### config.mk
export PLATFORM = sky130hd
export DESIGN_NAME = gemm_ctrl
export DESIGN_NICKNAME = d
export VERILOG_FILES = /design/src/rtl/gemm_pkg.sv /design/src/rtl/gemm_ctrl.sv
export SDC_FILE = /design/constraint.sdc
export NUM_CORES = 1
export LEC_CHECK = 0
export ABC_AREA = 1
export CAP_MARGIN = 15
export CORE_UTILIZATION = 38
export CTS_CLUSTER_SIZE = 28
export DETAILED_ROUTE_END_ITERATION = 6
export PLACE_DENSITY = 0.83
export SYNTH_ARGS = -nofsm -noshare
export SYNTH_HDL_FRONTEND = slang
export SYNTH_SLANG_ARGS = --single-unit
### constraint.sdc
create_clock -name clk -period 3.49 [get_ports clk]
set_clock_uncertainty 0.2 [all_clocks]
set_input_delay 0.5235 -clock clk [delete_from_list [all_inputs] [get_ports clk]]
set_output_delay 0.5235 -clock clk [all_outputs]
set_load 0.02 [all_outputs]
### src/rtl/gemm_pkg.sv
// Shared constants and types for the GEMM host-side sequencer.
package gemm_pkg;

    localparam int DEPTH    = 8;
    localparam int AW       = $clog2(DEPTH);
    localparam int DW       = 32;
    localparam int LW       = 4;
    // Cycles from the last exec until acc holds the final sum and may be sampled.
    localparam int EXEC_LAT = 3;

    typedef enum logic [2:0] {
        S_IDLE,
        S_LOAD,
        S_CLEAR,
        S_RUN,
        S_DRAIN,
        S_OUT
    } state_e;

    // Requested lengths beyond the matrix size are limited to the matrix size.
    function automatic logic [LW-1:0] clamp_len(input logic [LW-1:0] len);
        if (len > LW'(DEPTH)) begin
            return LW'(DEPTH);
        end
        return len;
    endfunction

endpackage

### src/rtl/gemm_ctrl.sv
// Host-side sequencer for the multiply-accumulate core: loads weights,
// streams an input vector through the core's exec pipeline and returns
// the accumulated dot product over a valid/ready result port.
module gemm_ctrl
    import gemm_pkg::*;
(
    input  logic          clk,
    input  logic          reset,
    input  logic          cmd_valid,
    output logic          cmd_ready,
    input  logic          cmd_op,
    input  logic [LW-1:0] cmd_len,
    input  logic          w_valid,
    output logic          w_ready,
    input  logic [DW-1:0] w_data,
    input  logic          x_valid,
    output logic          x_ready,
    input  logic [DW-1:0] x_data,
    output logic          r_valid,
    input  logic          r_ready,
    output logic [DW-1:0] r_data,
    output logic          init,
    output logic          write,
    output logic          exec,
    output logic [AW-1:0] ra,
    output logic [AW-1:0] wa,
    output logic [DW-1:0] d,
    output logic [DW-1:0] wd,
    input  logic [DW-1:0] acc
);

    localparam logic [1:0] DRAIN_LAST = 2'(EXEC_LAT - 1);

    state_e        state_q, state_d;
    logic [LW-1:0] cnt_q, cnt_d;
    logic [LW-1:0] len_q, len_d;
    logic [DW-1:0] d_q, d_d;
    logic [1:0]    drn_q, drn_d;
    logic [DW-1:0] res_q, res_d;

    // State and datapath registers; reset abandons any command in flight.
    always_ff @(posedge clk or posedge reset) begin
        if (reset) begin
            state_q <= S_IDLE;
            cnt_q   <= '0;
            len_q   <= '0;
            d_q     <= '0;
            drn_q   <= '0;
            res_q   <= '0;
        end else begin
            state_q <= state_d;
            cnt_q   <= cnt_d;
            len_q   <= len_d;
            d_q     <= d_d;
            drn_q   <= drn_d;
            res_q   <= res_d;
        end
    end

    // Next-state logic and core/host strobes; write and exec are decoded
    // from mutually exclusive states, and init only exists in CLEAR.
    always_comb begin
        state_d   = state_q;
        cnt_d     = cnt_q;
        len_d     = len_q;
        d_d       = d_q;
        drn_d     = drn_q;
        res_d     = res_q;

        cmd_ready = (state_q == S_IDLE);
        w_ready   = (state_q == S_LOAD) && (cnt_q < len_q);
        x_ready   = (state_q == S_RUN) && (cnt_q < len_q);
        write     = w_valid & w_ready;
        exec      = x_valid & x_ready;
        init      = (state_q == S_CLEAR);
        r_valid   = (state_q == S_OUT);
        r_data    = res_q;
        d         = d_q;
        wa        = '0;
        wd        = '0;
        ra        = '0;

        if (write) begin
            wa = cnt_q[AW-1:0];
            wd = w_data;
        end
        if (exec) begin
            ra = cnt_q[AW-1:0];
        end

        case (state_q)
            S_IDLE: begin
                if (cmd_valid) begin
                    len_d = clamp_len(cmd_len);
                    cnt_d = '0;
                    if (cmd_op) begin
                        state_d = S_CLEAR;
                    end else if (clamp_len(cmd_len) != '0) begin
                        state_d = S_LOAD;
                    end
                end
            end
            S_LOAD: begin
                if (write) begin
                    cnt_d = cnt_q + LW'(1);
                    if (cnt_d == len_q) begin
                        state_d = S_IDLE;
                    end
                end
            end
            S_CLEAR: begin
                drn_d   = '0;
                state_d = (len_q == '0) ? S_DRAIN : S_RUN;
            end
            S_RUN: begin
                if (exec) begin
                    // The core samples d one cycle after exec, so hold the beat here.
                    d_d   = x_data;
                    cnt_d = cnt_q + LW'(1);
                    if (cnt_d == len_q) begin
                        drn_d   = '0;
                        state_d = S_DRAIN;
                    end
                end
            end
            S_DRAIN: begin
                if (drn_q == DRAIN_LAST) begin
                    res_d   = acc;
                    state_d = S_OUT;
                end else begin
                    drn_d = drn_q + 2'd1;
                end
            end
            S_OUT: begin
                if (r_ready) begin
                    state_d = S_IDLE;
                end
            end
            default: begin
                state_d = S_IDLE;
            end
        endcase
    end

endmodule

==> metrics <==
vias post-DR 3549; Crit path largest cell delay 0.60 ns; CTS tree built; # hold bufs at CTS 0; pre-CTS worst setup slack 0.390 ns; Bufs on Longest Clock Path 2; max_cap viols 0; Die H 99.9 um; Post-route DRC 0; sequential area share after synthesis 0.529; initial antenna violation count 0; gr usage total 0.208; startpoint types register; FF-to-FF path depth 10; Via-to-Cell Ratio 4.56; gpl congestion 0.900; Hold Crit Class register to register; total negative setup slack 0 ns; Clk Latency, worst-skew pair 0.33 ns; std cell rows 35; Reg clk slew, reported paths 0.07 ns; Setup CP Type register to primary output; vias in the first global route 3540; Storage cell area 1930 um2; gr ovfl total 0; DR WL/cell 13.0 um; VDD IR-drop max 376 uV; Final period util 0.944; H-tree Lvls 3; Final min period 3.29 ns; Synth Warn # 0; Area after DPL 5950 um2; CP delay by family, top buffers and inverters; met3 Use GR 0.0571; FF+latch count, synth 77; share of layout cells above drive strength 1 0.0938; outcome finished, final reports clean; area of the multi-input gates 1410 um2; Area growth syn-to-layout 70.0%; commonest non-fill, non-tap cell in the layout clkdlybuf4s50_1; final net count 758; Final setup viols 0; number of cells on the critical path 9; syn nets 540; Req. time, crit path 2.77 ns; met2 usage 0.380; Worst Setup End Kind primary output; most frequent cells in the layout clkdlybuf4s50_1 (213), nand2_1 (138), dfrtp_1 (77); Final WS setup 0.196 ns; crit-path cells ha_1 -> nand2_1 -> nand2_1 -> nand2_1 -> nand3_2 -> nor2_4 -> inv_4 -> nor2_1 -> clkdlybuf4s50_1; CP max-delay cell clkdlybuf4s50_1; TritonCTS Buffers 9; Slew headroom 0.524; WP buf/inv 2; P per Cell Area 792 nW/um2; setup repair after global routing missed its margin no; final instance area 6200 um2; GR met1 Demand/Resource 0.223; post-synthesis cell type count 24; largest net degree at the start of global routing 46; Initial Util 0.393; Total Wirelength 10.1 mm; RR Startpoint cnt_q[1]; final hold violation count 0; Post-CTS Setup Inserts 0; Core Footprint 9280 um2; die width 99.9 um; crit path DAT 2.57 ns; end of the worst register-to-register path cnt_q[3]; Initial DRC Count 81; leakage power 2.97 nW; I/O Pins 216; CP Max Fanout 35; Finished Core Util 0.667; actual slew at the worst max-slew pin 0.713 ns; fill count 741; Cell Area, Synth 3640 um2; Slew Limit Fails 0; DP HPWL 7.94 mm; DRT Pass-1 Iters 4; post_cts resized 0; ANT nets after route 0; Avg Cell Area, Syn 8.54 um2; Die ar. 9990 um2; r2r setup slk 1.21 ns; GR peak layer met2; first-pass GRT wire length 16.4 mm; root buffer cell clkbuf_8; Setup crit end ra[1]; clk sinks 77; most frequent cell on the critical path nand2_1; Setup crit start cnt_q[1]; I/O Buffers 215; fmax 0.304 GHz; ant diodes 0; Post-Synthesis Cells 427
-- report_power, final --
group / internal [W] / total (W) / switching [W] / leakage, nW
logic: 0.00122 / 0.00255 / 0.00133 / 1.91
registers: 0.00132 / 0.00156 / 0.000249 / 0.948
clock network: 0.000479 / 0.000795 / 0.000317 / 0.114
total: 0.00302 / 0.00491 / 0.00189 / 2.97
-- cell type report --
type | instances | area share
multi-input combinational | 270 | 0.227
timing repair buffer | 220 | 0.356
sequential | 77 | 0.311
inverter | 67 | 0.0410
tap | 129 | 0.0261
clock inverter | 5 | 0.0172
clock buffer | 11 | 0.0212
-- metrics by stage --
step,hold slack (ns),instances,power (W)
floorplan,0.259,427,0.00287
global placement,0.252,763,0.00406
detailed placement,0.257,763,0.00414
CTS,0.276,779,0.00495
global route,0.298,779,0.00522
finish,0.274,779,0.00491
-- cell usage after synthesis --
cell	n	area [um2]
nand2_1	138	518
dfrtp_1	77	1930
inv_1	66	248
nor2_1	47	176
mux2_2	29	327
nand3_1	14	70.1
buf_2	10	50.1
o21ai_1	8	40.0
ha_1	6	75.1
a21oi_1	4	20.0
nand4_1	4	25.0
clkbuf_1	3	11.3
mux2_1	3	33.8
nor2_2	3	18.8
o22ai_1	3	18.8
nand2_2	2	12.5
nand3_2	2	20.0
o21ai_0	2	10.0
inv_2	1	3.75
nor2_4	1	11.3
nor3_1	1	5.00
nor3_2	1	10.0
o211ai_1	1	7.51
or2_2	1	6.26
-- logic make-up after synthesis --
logic type | synth area share
buffers and inverters | 0.0858
multiplexers | 0.0989
AND/OR/NAND/NOR | 0.240
flip-flops | 0.529
adder cells (fa/ha/maj) | 0.0206
AO/OA/AOI/OAI | 0.0264
-- routing by layer --
metal | part of all wire | vias to the layer above
li1 | - | 1737
met1 | 0.38 | 1644
met2 | 0.52 | 144
met3 | 0.076 | 24
met4 | 0.025 | 0
met5 | 0 | -
-- worst reg2reg max path, delay by kind of cell (launching register included) --
kind / cells / cell delay, ns
AO/OA/AOI/OAI: 3 / 0.48
adder cells (fa/ha/maj): 1 / 0.32
buffers and inverters: 1 / 0.22
flip-flops: 1 / 0.46
AND/OR/NAND/NOR: 5 / 0.46
-- registers in the layout, indices dropped and copies added (netlist names) --
name     count
drn_q        2
cnt_q        4
state_q      3
len_q        4
r_data      32
d           32
-- worst min-delay path by stage --
stage,start,endpoint,slack (ns),cells after the start
after floorplan,drn_q[0],drn_q[0],0.26,2
after global placement,d[17],d[17],0.25,2
after detailed placement,d[4],d[4],0.26,2
after CTS,d[4],d[4],0.28,2
after global routing,d[15],d[15],0.30,2
final,d[4],d[4],0.27,2
No activity file was read; power rests on OpenSTA's default activity.
